===== config.mk =====
export PLATFORM = sky130hd
export DESIGN_NAME = sdram_arbiter_flat
export DESIGN_NICKNAME = d
export VERILOG_FILES = /design/src/rtl/sdram_arbiter_if.sv /design/src/rtl/sdram_arbiter.sv /design/src/flat_wrapper.sv
export SDC_FILE = /design/constraint.sdc
export NUM_CORES = 1
export LEC_CHECK = 0
export BUFFER_PORTS_ARGS = -buffer_cell sky130_fd_sc_hd__buf_2
export CAP_MARGIN = 20
export CORE_MARGIN = 2
export CORE_UTILIZATION = 45
export CTS_CLUSTER_DIAMETER = 150
export DETAILED_ROUTE_END_ITERATION = 8
export GPL_ROUTABILITY_DRIVEN = 0
export GPL_TIMING_DRIVEN = 1
export PLACE_DENSITY = 0.76
export SLEW_MARGIN = 10
export SYNTH_ARGS = -nofsm -noshare
export SYNTH_HDL_FRONTEND = slang
export SYNTH_SLANG_ARGS = --single-unit

===== constraint.sdc =====
create_clock -name CLK -period 4.61 [get_ports CLK]
set_clock_uncertainty 0.1 [all_clocks]
set_input_delay 0.2305 -clock CLK [delete_from_list [all_inputs] [get_ports CLK]]
set_output_delay 0.2305 -clock CLK [all_outputs]
set_load 0.05 [all_outputs]

===== src/rtl/sdram_arbiter_if.sv =====
// Signal bundle between two requesters, the arbiter and sdram_module.
// master: the arbiter's view; slave: the surrounding requesters and memory.
interface sdram_arbiter_if #(
    parameter int unsigned ADDR_W = 22,
    parameter int unsigned DATA_W = 16
);
    logic              A_WrEN_Sig;
    logic              A_RdEN_Sig;
    logic [ADDR_W-1:0] A_Addr;
    logic [DATA_W-1:0] A_WrData;
    logic              A_Done_Sig;
    logic [DATA_W-1:0] A_RdData;

    logic              B_WrEN_Sig;
    logic              B_RdEN_Sig;
    logic [ADDR_W-1:0] B_Addr;
    logic [DATA_W-1:0] B_WrData;
    logic              B_Done_Sig;
    logic [DATA_W-1:0] B_RdData;

    logic              WrEN_Sig;
    logic              RdEN_Sig;
    logic [ADDR_W-1:0] BRC_Addr;
    logic [DATA_W-1:0] WrData;
    logic [DATA_W-1:0] RdData;
    logic              Done_Sig;
    logic              Busy_Sig;
    logic [1:0]        Grant;
    logic              Err_Sig;

    modport master (
        input  A_WrEN_Sig, A_RdEN_Sig, A_Addr, A_WrData,
        output A_Done_Sig, A_RdData,
        input  B_WrEN_Sig, B_RdEN_Sig, B_Addr, B_WrData,
        output B_Done_Sig, B_RdData,
        output WrEN_Sig, RdEN_Sig, BRC_Addr, WrData, Grant, Err_Sig,
        input  RdData, Done_Sig, Busy_Sig
    );

    modport slave (
        output A_WrEN_Sig, A_RdEN_Sig, A_Addr, A_WrData,
        input  A_Done_Sig, A_RdData,
        output B_WrEN_Sig, B_RdEN_Sig, B_Addr, B_WrData,
        input  B_Done_Sig, B_RdData,
        input  WrEN_Sig, RdEN_Sig, BRC_Addr, WrData, Grant, Err_Sig,
        output RdData, Done_Sig, Busy_Sig
    );
endinterface


===== src/rtl/sdram_arbiter.sv =====
// Round-robin arbiter sharing one sdram_module between requesters A and B,
// with a per-access timeout watchdog and a sticky error flag.
module sdram_arbiter #(
    parameter int unsigned ADDR_W = 22,
    parameter int unsigned DATA_W = 16,
    parameter int unsigned TO_CYC = 4096
) (
    input logic           CLK,
    input logic           RSTn,
    sdram_arbiter_if.master bus
);
    localparam int unsigned CNT_W = $clog2(TO_CYC) + 1;
    localparam logic [CNT_W-1:0] CNT_MAX = CNT_W'(TO_CYC - 1);

    typedef enum logic [1:0] {StIdle, StIssue, StAck, StRelease} state_t;

    state_t            state_q, state_d;
    logic              wr_en_q, wr_en_d;
    logic              rd_en_q, rd_en_d;
    logic [ADDR_W-1:0] addr_q, addr_d;
    logic [DATA_W-1:0] wdata_q, wdata_d;
    logic [1:0]        grant_q, grant_d;
    logic              a_done_q, a_done_d;
    logic              b_done_q, b_done_d;
    logic [DATA_W-1:0] a_rdata_q, a_rdata_d;
    logic [DATA_W-1:0] b_rdata_q, b_rdata_d;
    logic              err_q, err_d;
    logic              last_b_q, last_b_d;
    logic [CNT_W-1:0]  cnt_q, cnt_d;

    logic req_a, req_b, pick_b;

    assign req_a  = bus.A_WrEN_Sig | bus.A_RdEN_Sig;
    assign req_b  = bus.B_WrEN_Sig | bus.B_RdEN_Sig;
    // With both requesting, serve whichever was not served last
    assign pick_b = req_b & (~req_a | ~last_b_q);

    always_comb begin
        state_d   = state_q;
        wr_en_d   = wr_en_q;
        rd_en_d   = rd_en_q;
        addr_d    = addr_q;
        wdata_d   = wdata_q;
        grant_d   = grant_q;
        a_done_d  = 1'b0;
        b_done_d  = 1'b0;
        a_rdata_d = a_rdata_q;
        b_rdata_d = b_rdata_q;
        err_d     = err_q;
        last_b_d  = last_b_q;
        cnt_d     = cnt_q;

        unique case (state_q)
            StIdle: begin
                if ((req_a | req_b) && !bus.Busy_Sig) begin
                    grant_d = pick_b ? 2'b10 : 2'b01;
                    addr_d  = pick_b ? bus.B_Addr : bus.A_Addr;
                    wdata_d = pick_b ? bus.B_WrData : bus.A_WrData;
                    // An illegal Wr+Rd request is executed as a write
                    wr_en_d = pick_b ? bus.B_WrEN_Sig : bus.A_WrEN_Sig;
                    rd_en_d = pick_b ? ~bus.B_WrEN_Sig : ~bus.A_WrEN_Sig;
                    cnt_d   = '0;
                    state_d = StIssue;
                end
            end
            StIssue: begin
                if (bus.Done_Sig) begin
                    wr_en_d = 1'b0;
                    rd_en_d = 1'b0;
                    if (rd_en_q) begin
                        if (grant_q[1]) b_rdata_d = bus.RdData;
                        else            a_rdata_d = bus.RdData;
                    end
                    b_done_d = grant_q[1];
                    a_done_d = grant_q[0];
                    state_d  = StAck;
                end else if (cnt_q == CNT_MAX) begin
                    wr_en_d = 1'b0;
                    rd_en_d = 1'b0;
                    err_d   = 1'b1;
                    if (grant_q[1]) b_rdata_d = '0;
                    else            a_rdata_d = '0;
                    b_done_d = grant_q[1];
                    a_done_d = grant_q[0];
                    state_d  = StAck;
                end else begin
                    cnt_d = cnt_q + CNT_W'(1);
                end
            end
            StAck: begin
                last_b_d = grant_q[1];
                grant_d  = 2'b00;
                state_d  = StRelease;
            end
            StRelease: state_d = StIdle;
            default:   state_d = StIdle;
        endcase
    end

    always_ff @(posedge CLK) begin
        if (!RSTn) begin
            state_q   <= StIdle;
            wr_en_q   <= 1'b0;
            rd_en_q   <= 1'b0;
            addr_q    <= '0;
            wdata_q   <= '0;
            grant_q   <= 2'b00;
            a_done_q  <= 1'b0;
            b_done_q  <= 1'b0;
            a_rdata_q <= '0;
            b_rdata_q <= '0;
            err_q     <= 1'b0;
            last_b_q  <= 1'b1;
            cnt_q     <= '0;
        end else begin
            state_q   <= state_d;
            wr_en_q   <= wr_en_d;
            rd_en_q   <= rd_en_d;
            addr_q    <= addr_d;
            wdata_q   <= wdata_d;
            grant_q   <= grant_d;
            a_done_q  <= a_done_d;
            b_done_q  <= b_done_d;
            a_rdata_q <= a_rdata_d;
            b_rdata_q <= b_rdata_d;
            err_q     <= err_d;
            last_b_q  <= last_b_d;
            cnt_q     <= cnt_d;
        end
    end

    assign bus.WrEN_Sig   = wr_en_q;
    assign bus.RdEN_Sig   = rd_en_q;
    assign bus.BRC_Addr   = addr_q;
    assign bus.WrData     = wdata_q;
    assign bus.Grant      = grant_q;
    assign bus.A_Done_Sig = a_done_q;
    assign bus.B_Done_Sig = b_done_q;
    assign bus.A_RdData   = a_rdata_q;
    assign bus.B_RdData   = b_rdata_q;
    assign bus.Err_Sig    = err_q;
endmodule


===== src/flat_wrapper.sv =====
// flat-port wrapper written by rule: the top's interface ports become plain ports
module sdram_arbiter_flat 
#(
    parameter int unsigned ADDR_W = 22,
    parameter int unsigned DATA_W = 16,
    parameter int unsigned TO_CYC = 4096
)
  (CLK, RSTn, bus_A_WrEN_Sig, bus_A_RdEN_Sig, bus_A_Addr, bus_A_WrData, bus_A_Done_Sig, bus_A_RdData, bus_B_WrEN_Sig, bus_B_RdEN_Sig, bus_B_Addr, bus_B_WrData, bus_B_Done_Sig, bus_B_RdData, bus_WrEN_Sig, bus_RdEN_Sig, bus_BRC_Addr, bus_WrData, bus_Grant, bus_Err_Sig, bus_RdData, bus_Done_Sig, bus_Busy_Sig);
  sdram_arbiter_if #(.ADDR_W(ADDR_W), .DATA_W(DATA_W)) bus_i ();
  input logic CLK;
  input logic RSTn;
  input wire logic [$bits(bus_i.A_WrEN_Sig)-1:0] bus_A_WrEN_Sig;
  input wire logic [$bits(bus_i.A_RdEN_Sig)-1:0] bus_A_RdEN_Sig;
  input wire logic [$bits(bus_i.A_Addr)-1:0] bus_A_Addr;
  input wire logic [$bits(bus_i.A_WrData)-1:0] bus_A_WrData;
  output wire logic [$bits(bus_i.A_Done_Sig)-1:0] bus_A_Done_Sig;
  output wire logic [$bits(bus_i.A_RdData)-1:0] bus_A_RdData;
  input wire logic [$bits(bus_i.B_WrEN_Sig)-1:0] bus_B_WrEN_Sig;
  input wire logic [$bits(bus_i.B_RdEN_Sig)-1:0] bus_B_RdEN_Sig;
  input wire logic [$bits(bus_i.B_Addr)-1:0] bus_B_Addr;
  input wire logic [$bits(bus_i.B_WrData)-1:0] bus_B_WrData;
  output wire logic [$bits(bus_i.B_Done_Sig)-1:0] bus_B_Done_Sig;
  output wire logic [$bits(bus_i.B_RdData)-1:0] bus_B_RdData;
  output wire logic [$bits(bus_i.WrEN_Sig)-1:0] bus_WrEN_Sig;
  output wire logic [$bits(bus_i.RdEN_Sig)-1:0] bus_RdEN_Sig;
  output wire logic [$bits(bus_i.BRC_Addr)-1:0] bus_BRC_Addr;
  output wire logic [$bits(bus_i.WrData)-1:0] bus_WrData;
  output wire logic [$bits(bus_i.Grant)-1:0] bus_Grant;
  output wire logic [$bits(bus_i.Err_Sig)-1:0] bus_Err_Sig;
  input wire logic [$bits(bus_i.RdData)-1:0] bus_RdData;
  input wire logic [$bits(bus_i.Done_Sig)-1:0] bus_Done_Sig;
  input wire logic [$bits(bus_i.Busy_Sig)-1:0] bus_Busy_Sig;
  assign bus_i.A_WrEN_Sig = bus_A_WrEN_Sig;
  assign bus_i.A_RdEN_Sig = bus_A_RdEN_Sig;
  assign bus_i.A_Addr = bus_A_Addr;
  assign bus_i.A_WrData = bus_A_WrData;
  assign bus_A_Done_Sig = bus_i.A_Done_Sig;
  assign bus_A_RdData = bus_i.A_RdData;
  assign bus_i.B_WrEN_Sig = bus_B_WrEN_Sig;
  assign bus_i.B_RdEN_Sig = bus_B_RdEN_Sig;
  assign bus_i.B_Addr = bus_B_Addr;
  assign bus_i.B_WrData = bus_B_WrData;
  assign bus_B_Done_Sig = bus_i.B_Done_Sig;
  assign bus_B_RdData = bus_i.B_RdData;
  assign bus_WrEN_Sig = bus_i.WrEN_Sig;
  assign bus_RdEN_Sig = bus_i.RdEN_Sig;
  assign bus_BRC_Addr = bus_i.BRC_Addr;
  assign bus_WrData = bus_i.WrData;
  assign bus_Grant = bus_i.Grant;
  assign bus_Err_Sig = bus_i.Err_Sig;
  assign bus_i.RdData = bus_RdData;
  assign bus_i.Done_Sig = bus_Done_Sig;
  assign bus_i.Busy_Sig = bus_Busy_Sig;
  sdram_arbiter #(.ADDR_W(ADDR_W), .DATA_W(DATA_W), .TO_CYC(TO_CYC)) u_core (.CLK(CLK), .RSTn(RSTn), .bus(bus_i));
endmodule

=== Word-level counts from Yosys, hierarchy flattened ===
Cells that the tools add are included.

* Flip-flop bits (word level): 93
* Bits of input ports: 100
* Word-level logic and storage cells: 84

* Add/subtract/negate cells: 1
* Equality and inequality tests: 9
* Muxes and demuxes: 35
* Bitwise gates (word level): 11
* Reductions and logical operators: 15

{| class="wikitable"
|+ Operators with widths
! kind !! count
|-
| 2-to-1 mux 16 bit || 11
|-
| 2-to-1 mux 13 bit || 3
|-
| one-hot mux 13 bit (2 select lines) || 1
|-
| 2-to-1 mux 22 bit || 1
|-
| adder 13 x 1 -> 13 bit, second input constant || 1
|-
| == test 13 x 12 -> 1 bit, second input constant || 1
|-
| AND reduction 4 bit || 3
|-
| 2-to-1 mux 1 bit || 10
|-
| 2-to-1 mux 2 bit || 5
|-
| one-hot mux 2 bit (4 select lines) || 1
|-
| AND reduction 2 bit || 4
|-
| NOT 1 bit || 6
|-
| AND reduction 3 bit || 2
|-
| nonzero test 2 bit || 3
|-
| == test 2 bit, second input constant || 2
|-
| != test 2 x 1 -> 1 bit, second input constant || 2
|-
| != test 2 bit, second input constant || 2
|-
| bitwise OR 1 bit || 4
|-
| one-hot mux 1 bit (2 select lines) || 2
|-
| one-hot mux 2 bit (2 select lines) || 1
|-
| != test 3 x 2 -> 1 bit, second input constant || 1
|-
| == test 2 x 1 -> 1 bit, second input constant || 1
|-
| zero test 2 bit || 1
|-
| AND 1 bit || 1
|-
| 2 further kinds || 2
|}

=== Logic depth before layout (Yosys ltp) ===
Gate-level depths: netlist of run 1.

* Depth after elaboration: 7
* Depth in mapped cells: 9

=== Worst setup path before layout of run 1 ===
OpenSTA, ideal clock, no wires.

* Kind: reg2reg
* From: register u_core.rd_en_q, in the netlist u_core.bus.RdEN_Sig
* To: register u_core.a_rdata_q[10], in the netlist u_core.bus.A_RdData[10]
* Setup time: 0.061 ns
* Arrival time: 1.723 ns
* Data required time: 4.449 ns
* Path slack: 2.726 ns
* Cell stages (with the launch flop): 7
* Cells stage by stage: dfxtp_1 -> nor2b_1 -> nor3b_1 -> and3_1 -> clkbuf_1 -> buf_2 -> a32o_1

* Cells in the longest elaborated chain, start to end: 2

{| class="wikitable"
|+ Ends and longest elaborated chain
! what !! line !! source
|-
| start: declaration || sdram_arbiter.sv:19 || <nowiki>logic rd_en_q, rd_en_d;</nowiki>
|-
| start signal: assignment || sdram_arbiter.sv:118 || <nowiki>rd_en_q <= rd_en_d;</nowiki>
|-
| != test 2 x 1 -> 1 bit (no source line) || n/a ||
|-
| AND reduction 4 bit (no source line) || n/a ||
|-
| end signal: assignment || sdram_arbiter.sv:124 || <nowiki>a_rdata_q <= a_rdata_d;</nowiki>
|-
| end: declaration || sdram_arbiter.sv:25 || <nowiki>logic [DATA_W-1:0] a_rdata_q, a_rdata_d;</nowiki>
|}

Every way passes these cells.
A chain may end at the register's enable or synchronous reset.

=== Final worst setup path of run 1 ===
* From: register u_core.state_q[1]
* To: register u_core.cnt_q[9]

* Cells in the longest elaborated chain, start to end: 3
* Elaborated cells on any way between the ends: 8
* Those cells by class: eq/ne (4); mux (1); reduce/logical (3)

{| class="wikitable"
|+ Ends and longest elaborated chain
! what !! line !! source
|-
| start: declaration || sdram_arbiter.sv:17 || <nowiki>state_t state_q, state_d;</nowiki>
|-
| start signal: assignment || sdram_arbiter.sv:102 || <nowiki>state_q <= StIdle;</nowiki>
|-
| start signal: assignment || sdram_arbiter.sv:116 || <nowiki>state_q <= state_d;</nowiki>
|-
| == test 2 x 1 -> 1 bit or zero test 2 bit (tied branches) || sdram_arbiter.sv:53 || <nowiki>unique case (state_q)</nowiki>
|-
| != test 2 bit (no source line) (tied with other cells) || n/a ||
|-
| AND reduction 4 bit (no source line) || n/a ||
|-
| end signal: assignment || sdram_arbiter.sv:128 || <nowiki>cnt_q <= cnt_d;</nowiki>
|-
| end: declaration || sdram_arbiter.sv:29 || <nowiki>logic [CNT_W-1:0] cnt_q, cnt_d;</nowiki>
|}

Parallel ways exist; a longest one is shown, timed or not.

==> results of run 1 <==
-- worst max-delay path: stages (launching register included) --
cell	delay (ns)
dfxtp_1	0.34
inv_1	0.09
ha_1	0.60
nor2b_1	0.57
o211a_1	0.47
nand3_1	0.16
o41ai_1	0.36
-- through the flow --
step / util, % / area (sq um) / hold WS, ns
after floorplan: - / 4260 / 0.248
after global placement: 55.8 / 5130 / 0.354
after detailed placement: 55.8 / 5130 / 0.359
after CTS: 59.3 / 5450 / 0.000635
after global routing: 59.5 / 5470 / 0.0129
final: 59.5 / 5470 / 0.0223
-- path summary, 6_finish.rpt --
check	end	slack [ns]	depth (start not counted)
worst min-delay path	u_core.bus.B_RdData[9]	0.02	3
worst min register to register	u_core.bus.WrEN_Sig	0.37	2
worst max-delay path	u_core.cnt_q[9]	1.80	6
worst max register to register	u_core.cnt_q[9]	1.80	6
-- layout make-up --
cell class,count,share of cell area [%]
multi-input cells,306,40.2
repair buffers,196,19.5
inverters,6,0.412
well taps,111,2.54
clock buffers,9,2.27
flip-flops and latches,93,34.1
clock inverters,7,1.01
-- cell usage in the layout (no fill, tap or decap), types with 3 or more instances in the layout --
master / Yosys / final
nand3b_1: 3 / 3
nand3_1: 6 / 6
dfxtp_1: 93 / 93
nor2_1: 48 / 48
o21ai_1: 4 / 3
and3_1: 4 / 4
mux2i_1: 41 / 41
clkbuf_8: 0 / 9
dlygate4sd3_1: 0 / 15
a311oi_1: 6 / 6
inv_1: 4 / 4
nand2_1: 36 / 36
ha_1: 5 / 5
nand2b_1: 6 / 6
nor2b_1: 4 / 4
a32o_1: 16 / 16
a31oi_1: 8 / 8
inv_6: 0 / 3
a21oi_1: 6 / 6
buf_4: 1 / 5
o2111ai_1: 16 / 16
a211oi_1: 39 / 39
o21ai_0: 4 / 4
buf_2: 11 / 176
a32oi_1: 16 / 16
-- report_power, final --
part | internal [mW] | total (mW) | switching, mW
clock | 0.204 | 0.510 | 0.306
combinational | 0.359 | 1.24 | 0.881
sequential | 0.939 | 1.02 | 0.0787
total | 1.50 | 2.77 | 1.27
-- per-layer routing --
metal / part of all wire [%] / GRT usage, % / vias to the layer above
li1: - / - / 2058
met2: 49 / 38.3 / 208
met5: 0 / 0 / -
met3: 7.6 / 5.94 / 25
met4: 2.0 / 6.86 / 0
met1: 41 / 28.9 / 1962
-- sequential cells by signal (all words and copies together) (netlist names) --
register,cells
u_core.bus.B_RdData,16
u_core.bus.RdEN_Sig,1
u_core.state_q,2
u_core.bus.WrData,16
u_core.bus.Err_Sig,1
u_core.bus.A_Done_Sig,1
u_core.bus.B_Done_Sig,1
u_core.bus.BRC_Addr,22
u_core.bus.WrEN_Sig,1
u_core.bus.Grant,2
u_core.bus.A_RdData,16
u_core.last_b_q,1
u_core.cnt_q,13
-- kinds of logic after synthesis --
group,Yosys count
buffers and inverters,46
muxes,41
AOI/OAI and AO/OA,136
DFF,93
and+or+nand+nor,124
adders and majority gates,5
==> flow_summary_export.csv, run 1 <==
group,metric,value,unit
place,placedCellCount,696,
worst_hold_path,hold_class,"in -> reg",
synthesis,synth_cell_type_count,57,
clock_tree,htree_levels,3,
setup_path,crit_start,"u_core.state_q[1]",
sta,timing.fmax,356,MHz
synthesis,synthAdderAreaFrac,1.47,%
drt,via_per_inst,5.84,
clock_tree,post_cts_buffers,0,
layout,fillers,812,
synthesis,synth_commonest_cells,"dfxtp_1 (93), nor2_1 (48), mux2i_1 (41)",
clock_tree,clkLatencyLatePin,0.36,ns
layout,multi_input_area,2200,sq um
global_route,track_usage,22.8,%
clock_tree,cts_tree,"yes",
setup_path,cp-start-kind,"flop",
setup_path,crit_type,"reg -> reg",
sta,tightest_slew,0.802,ns
sta,min_period,2.81,ns
layout,drive_gt1_share,34.0,%
place,place_ws,1.68,ns
synthesis,yosysWarnings,0,
place,io_buffers,176,
sta,fin_setup_tns,0,ns
drt,ant_nets,0,
synthesis,synth_most_common_cell,"dfxtp_1",
power_and_ir_drop,leakage,2.56,nW
setup_path,worstPathRequired,4.76,ns
layout,nNetsFinal,717,
global_route,grt_antenna_before_repair,0,
layout,area_growth,28.4,%
synthesis,avgSynthCellArea,9.57,sq um
drt,drt_pass1_iterations,5,
synthesis,yosys-mux-area-fraction,9.64,%
worst_hold_path,hold_start,"bus_RdData[9]",
power_and_ir_drop,ir_drop,0.282,mV
synthesis,synth_seq_area_share,43.7,%
global_route,grt_pass1_vias,3973,
drt,drc,0,
synthesis,netlist.area_leader.share,43.7,%
layout,ff_latch_area,1860,sq um
synthesis,async_flop_share,0,%
synthesis,synthCells,445,
synthesis,synth-edff-count,0,
sta,fin_crit_sh,60.9,%
drt,wl,11.6,mm
clock_tree,path_clk_slew,0.10,ns
clock_tree,cts_buffers,9,
global_route,overflow,0,
power_and_ir_drop,p_total,2.77,mW
floorplanning,die_w,101,um
floorplanning,die_area,10300,sq um
floorplanning,ios,177,
synthesis,synth_xor_area_share,0,%
place,dp_hpwl,8.18,mm
layout,stdcell_count,728,
sta,drv_slew,0,
synthesis,synth_nets,550,
clock_tree,cts.sink_count,93,
clock_tree,postCtsResizedCells,0,
synthesis,synth_top_family_by_area,"compound AO/OA/AOI/OAI gates",
setup_path,crit_fanout,20,
synthesis,netlist_top_cells_area,"dfxtp_1 (44%), mux2i_1 (9.6%), a211oi_1 (6.9%)",
clock_tree,cts_hold_buf,14,
floorplanning,start_util,46.3,%
synthesis,synth-seq-cells,93,
power_and_ir_drop,p_per_area,506,nW/um^2
synthesis,yosysTopAreaCell,"dfxtp_1",
global_route,grt_max_degree,78,
drt,drt-initial-drc-count,231,
sta,finalWorstSetupSlack,1.80,ns
status,status,"complete, no violations",
synthesis,ys.flop_type,"dfxtp_1",
synthesis,synth_compound_gate_area_share,25.8,%
clock_tree,cts-root-buf,"clkbuf_8",
synthesis,syn-cell-area,4260,sq um
floorplanning,core_region_area,9200,sq um
sta,maxSlewHeadroom,46.2,%
setup_path,cp-end-kind,"flop",
synthesis,synthSimpleGateAreaFrac,14.2,%
flow_run,drv_cap,0,
sta,setup_viol,0,
layout,antenna_cells,0,
drt,wl_per_cell,15.9,um
drt,vias,4253,
global_route,grt_pass1_wl,18.9,mm
floorplanning,dieHeight,101,um
sta,hold_viol,0,
clock_tree,cts_buffer_depth,2,
sta,rsz0062_at_grt,"no",
setup_path,arrival,2.95,ns
floorplanning,rows,35,
setup_path,rr_startpoint,"u_core.state_q[1]",
Note: power is estimated with default switching activity, not from simulation.
==> inputs of run 2 (changes only) <==
--- a/config.mk
+++ b/config.mk
@@ -5,10 +5,11 @@
 export SDC_FILE = /design/constraint.sdc
 export NUM_CORES = 1
 export LEC_CHECK = 0
+export ABC_AREA = 1
 export BUFFER_PORTS_ARGS = -buffer_cell sky130_fd_sc_hd__buf_2
 export CAP_MARGIN = 20
 export CORE_MARGIN = 2
-export CORE_UTILIZATION = 45
+export CORE_UTILIZATION = 44
 export CTS_CLUSTER_DIAMETER = 150
 export DETAILED_ROUTE_END_ITERATION = 8
 export GPL_ROUTABILITY_DRIVEN = 0
==> constraint.sdc (replaced) <==
create_clock -name CLK -period 2.3 [get_ports CLK]
set_clock_uncertainty 0.1 [all_clocks]
set_input_delay 0.115 -clock CLK [delete_from_list [all_inputs] [get_ports CLK]]
set_output_delay 0.115 -clock CLK [all_outputs]
set_load 0.05 [all_outputs]
==> flow_summary_export.csv, run 2 <==
group,metric,value,unit
drt,vias,5069,
synthesis,synth_commonest_cells,"nand2_1 (191), dfxtp_1 (93), a21oi_1 (64)",
synthesis,avgSynthCellArea,7.10,sq um
drt,wl_per_cell,13.9,um
synthesis,synth-edff-count,0,
clock_tree,path_clk_slew,0.11,ns
setup_path,cp-start-kind,"flop",
drt,drt_pass1_iterations,7,
drt,drt-initial-drc-count,450,
sta,tightest_slew,1.11,ns
synthesis,netlist.area_leader.share,40.8,%
layout,area_growth,38.7,%
synthesis,synth_most_common_cell,"nand2_1",
sta,min_period,2.12,ns
floorplanning,core_region_area,10200,sq um
setup_path,cp-end-kind,"flop",
sta,rsz0062_at_grt,"no",
floorplanning,die_area,11200,sq um
synthesis,async_flop_share,0,%
floorplanning,dieHeight,106,um
drt,ant_nets,0,
synthesis,ys.flop_type,"dfxtp_1",
synthesis,netlist_top_cells_area,"dfxtp_1 (41%), nand2_1 (16%), a21oi_1 (7.0%)",
setup_path,crit_fanout,41,
clock_tree,cts.sink_count,93,
drt,via_per_inst,5.06,
sta,fin_setup_tns,0,ns
sta,maxSlewHeadroom,26.3,%
clock_tree,htree_levels,3,
synthesis,synthCells,642,
layout,final_common_cell,"nand2_1",
floorplanning,rows,37,
layout,largest_reg_flops,22,
synthesis,yosysWarnings,0,
setup_path,cp.buffers_inverters,4,
sta,drv_slew,0,
status,status,"complete, no violations",
global_route,grt_antenna_before_repair,0,
global_route,grt_pass1_vias,4809,
global_route,overflow,0,
clock_tree,clkLatencyLatePin,0.36,ns
clock_tree,post_cts_buffers,0,
flow_run,drv_cap,0,
power_and_ir_drop,p_per_area,938,nW/um^2
sta,hold_viol,0,
synthesis,synth_nets,747,
place,dp_hpwl,8.93,mm
synthesis,yosysTopAreaCell,"dfxtp_1",
synthesis,synth-seq-cells,93,
layout,nNetsFinal,966,
global_route,grt_pass1_wl,22.3,mm
floorplanning,ios,177,
setup_path,crit_type,"reg -> reg",
sta,fin_crit_sh,92.3,%
layout,antenna_cells,0,
setup_path,max_stage_delay,0.55,ns
setup_path,arrival,2.24,ns
setup_path,critPathTopFamily,"buffers and inverters",
layout,drive_gt1_share,29.9,%
power_and_ir_drop,leakage,3.08,nW
clock_tree,cts_buffer_depth,2,
sta,hold_ws,0.0213,ns
layout,utilization,62.1,%
clock_tree,cts_tree,"yes",
place,io_buffers,176,
setup_path,path_common_cell,"nand2_1",
worst_hold_path,hold_class,"in -> reg",
drt,drc,0,
layout,final_cell_mix,"nand2_1 (191), buf_2 (176), dfxtp_1 (93), a21oi_1 (64), dlygate4sd3_1 (58)",
power_and_ir_drop,ir_drop,0.502,mV
setup_path,path_cells,"nand2_1 > nand2_1 > buf_8 > inv_1 > buf_4 > nand2_1 > nand2_1 > dlygate4sd3_1 > nand2_1 > a21oi_1",
setup_path,slowest_stage,"dlygate4sd3_1",
sta,setup_viol,0,
global_route,track_usage,24.4,%
clock_tree,cts-root-buf,"clkbuf_8",
synthesis,syn-cell-area,4560,sq um
synthesis,synth_cell_type_count,29,
synthesis,synth_seq_area_share,40.8,%
setup_path,worstPathRequired,2.42,ns
floorplanning,start_util,44.8,%
drt,wl,13.9,mm
sta,timing.fmax,471,MHz
clock_tree,cts_buffers,9,
global_route,grt_max_degree,63,
floorplanning,die_w,106,um
==> run 2: path summary, 6_finish.rpt <==
path / start / to / slack (ns) / depth (start not counted)
worst max-delay path: u_core.last_b_q / u_core.bus.BRC_Addr[20] / 0.18 / 10
worst min-delay path: bus_B_WrData[0] / u_core.bus.WrData[0] / 0.02 / 5
worst min register to register: u_core.bus.Grant[0] / u_core.bus.A_Done_Sig / 0.36 / 2
worst max register to register: u_core.last_b_q / u_core.bus.BRC_Addr[20] / 0.18 / 10
==> run 2: area by class of cell <==
cell class | instances | area (sq um)
flip-flops and latches | 93 | 1860
well taps | 136 | 170
inverters | 52 | 195
repair buffers | 248 | 1590
fillers | 898 | 3860
clock buffers | 10 | 138
clock inverters | 6 | 61.3
multi-input cells | 457 | 2310
==> run 2: repair_timing <==
action	in CTS	in global routing
resized for setup	0	2
setup endpoints to repair	0	3
hold buffers	58	0
endpoints found under the hold margin	60	0
==> run 2: through the flow <==
step	cells	power, mW	area [sq um]	setup WS, ns
6_report	1002	5.94	6330	0.177
5_1_grt	1002	6.31	6330	0.0241
4_1_cts	1002	5.93	6320	0.128
3_5_place_dp	928	4.72	5540	0.464
3_3_place_gp	928	4.71	5540	0.517
2_1_floorplan	642	4.06	4560	0.581
==> run 2: report_power, final <==
part | switching [mW] | internal (mW) | leakage, nW | total, mW
combinational | 1.93 | 0.856 | 2.22 | 2.78
sequential | 0.161 | 1.88 | 0.758 | 2.04
clock | 0.656 | 0.455 | 0.100 | 1.11
==> run 2: worst min-delay path, stage by stage <==
cell	delay [ns]
buf_2	0.10
nand2_1	0.06
nand2_1	0.05
nand2_1	0.05
a21oi_1	0.05
==> run 2: cell families (layout without fill, tap and decap cells) <==
family,count (synthesis),after routing,synth area share (%)
compound gates,116,116,15.0
xor+xnor,1,1,0.192
fa+ha+maj,5,5,1.37
buf+inv,92,316,8.48
flops,93,93,40.8
simple gates,335,335,34.1
==> run 2: metal layers <==
metal | track usage, % | wire (um) | up-vias
met5 | 0 | 0 | -
met4 | 10.2 | 450 | 0
met3 | 6.31 | 1070 | 50
met2 | 39.8 | 6680 | 239
met1 | 30.5 | 5720 | 2240
li1 | - | - | 2540
==> inputs of run 3 (changes only) <==
--- a/config.mk
+++ b/config.mk
@@ -8,7 +8,6 @@
 export ABC_AREA = 1
 export BUFFER_PORTS_ARGS = -buffer_cell sky130_fd_sc_hd__buf_2
 export CAP_MARGIN = 20
-export CORE_MARGIN = 2
 export CORE_UTILIZATION = 44
 export CTS_CLUSTER_DIAMETER = 150
 export DETAILED_ROUTE_END_ITERATION = 8
==> flow_summary_export.csv, run 3 (synthesized netlist as in run 2, its figures left out) <==
group,metric,value,unit
sta,timing.fmax,496,MHz
setup_path,rr_startpoint,"u_core.last_b_q",
setup_path,crit_fanout,38,
worst_hold_path,hold_class,"in -> reg",
global_route,grt_antenna_before_repair,0,
global_route,grt_pass1_vias,4889,
floorplanning,die_w,104,um
worst_hold_path,hold_depth,5,
sta,min_period,2.02,ns
global_route,grt_max_degree,41,
clock_tree,cts_buffers,9,
layout,drive_gt1_share,29.8,%
layout,final_cell_mix,"nand2_1 (191), buf_2 (176), dfxtp_1 (93), a21oi_1 (64), dlygate4sd3_1 (55)",
sta,tightest_slew,0.528,ns
layout,antenna_cells,0,
drt,vias,5104,
power_and_ir_drop,leakage,3.05,nW
layout,nNetsFinal,961,
layout,final_common_cell,"nand2_1",
sta,drv_slew,0,
drt,ant_nets,0,
clock_tree,path_clk_slew,0.10,ns
place,io_buffers,176,
floorplanning,ios,177,
sta,fin_crit_sh,87.7,%
floorplanning,start_util,46.0,%
setup_path,cp-start-kind,"flop",
clock_tree,cts.sink_count,93,
drt,via_per_inst,5.13,
worst_hold_path,holdPathEnd,"u_core.bus.A_RdData[8]",
worst_hold_path,hold_start,"bus_RdData[8]",
drt,wl,13.7,mm
sta,hold_ws,0.0145,ns
setup_path,cp-end-kind,"flop",
floorplanning,rows,36,
clock_tree,cts-root-buf,"clkbuf_8",
layout,final_area,6250,sq um
sta,maxSlewHeadroom,64.8,%
setup_path,crit_type,"reg -> reg",
setup_path,worstPathRequired,2.50,ns
power_and_ir_drop,p_total,5.86,mW
setup_path,r2r-end,"u_core.bus.BRC_Addr[18]",
drt,drc,0,
clock_tree,htree_levels,3,
drt,drt_pass1_iterations,5,
sta,rsz0062_at_grt,"no",
place,dp_hpwl,9.19,mm
power_and_ir_drop,ir_drop,0.529,mV
clock_tree,post_cts_buffers,0,
layout,fillers,884,
status,status,"complete, no violations",
drt,wl_per_cell,13.8,um
sta,setup_viol,0,
layout,area_growth,37.1,%
global_route,grt_pass1_wl,22.6,mm
place,placed_area,5510,sq um
clock_tree,cts_buffer_depth,2,
clock_tree,clkLatencyLatePin,0.36,ns
setup_path,ff2ff_path_depth,9,
layout,utilization,63.1,%
global_route,overflow,0,
global_route,track_usage,25.5,%
floorplanning,core_region_area,9910,sq um
setup_path,rrSetupSlack,0.28,ns
flow_run,drv_cap,0,
setup_path,arrival,2.21,ns
clock_tree,cts_tree,"yes",
floorplanning,dieHeight,104,um
layout,largest_reg_flops,22,
power_and_ir_drop,p_per_area,937,nW/um^2
sta,hold_viol,0,
sta,fin_setup_tns,0,ns
drt,drt-initial-drc-count,377,
floorplanning,die_area,10800,sq um
[run 3: worst max-delay path: stages, from the launching register on]
cell and delay (ns):
dfxtp_1 0.32, nand2_1 0.08, nand2_1 0.07, inv_1 0.07, buf_4 0.36, nand2_1 0.10
nand2_1 0.09, dlygate4sd3_1 0.54, nand2_1 0.05, a21oi_1 0.15
[run 3: repair_timing]
action	in CTS	in global routing
resized for setup	0	1
setup endpoints to repair	0	6
endpoints found under the hold margin	54	0
hold buffers	55	0
[run 3: routing by layer]
layer | global-route usage [%] | routed length, um | part of all wire, % | vias up
met3 | 5.54 | 890 | 6.5 | 45
met1 | 31.9 | 5830 | 43 | 2319
li1 | - | - | - | 2522
met4 | 12.9 | 483 | 3.5 | 0
met2 | 41.3 | 6490 | 47 | 218
met5 | 0 | 0 | 0 | -
[run 3: worst max path at each step]
stage / start / to / slack [ns] / cells past startpoint
5_1_grt: u_core.state_q[1] / u_core.cnt_q[7] / 0.09 / 9
6_report: u_core.last_b_q / u_core.bus.BRC_Addr[18] / 0.28 / 9
2_1_floorplan: u_core.state_q[1] / u_core.cnt_q[7] / 0.58 / 9
3_3_place_gp: u_core.state_q[1] / u_core.cnt_q[6] / 0.28 / 9
3_5_place_dp: u_core.state_q[1] / u_core.cnt_q[12] / 0.17 / 9
4_1_cts: u_core.state_q[1] / u_core.cnt_q[12] / 0.17 / 9
[run 3: power by group]
group	switching [mW]	leakage (nW)	internal, mW	total (mW)
clock network	0.593	0.100	0.504	1.10
registers	0.158	0.758	1.88	2.04
logic	1.93	2.19	0.801	2.73
total	2.68	3.05	3.18	5.86
[run 3: per-stage QoR]
step	cells	worst slack (ns)
after CTS	994	0.167
after detailed placement	923	0.173
after floorplan	642	0.581
final	994	0.284
after global routing	994	0.0919
after global placement	923	0.280
[run 3: layout make-up]
class / count / area, sq um / area share (%)
flip-flops and latches: 93 / 1860 / 29.8
multi-input cells: 457 / 2320 / 37.1
inverters: 52 / 195 / 3.12
repair buffers: 243 / 1520 / 24.3
clock inverters: 6 / 62.6 / 1.00
well taps: 133 / 166 / 2.66
clock buffers: 10 / 128 / 2.04
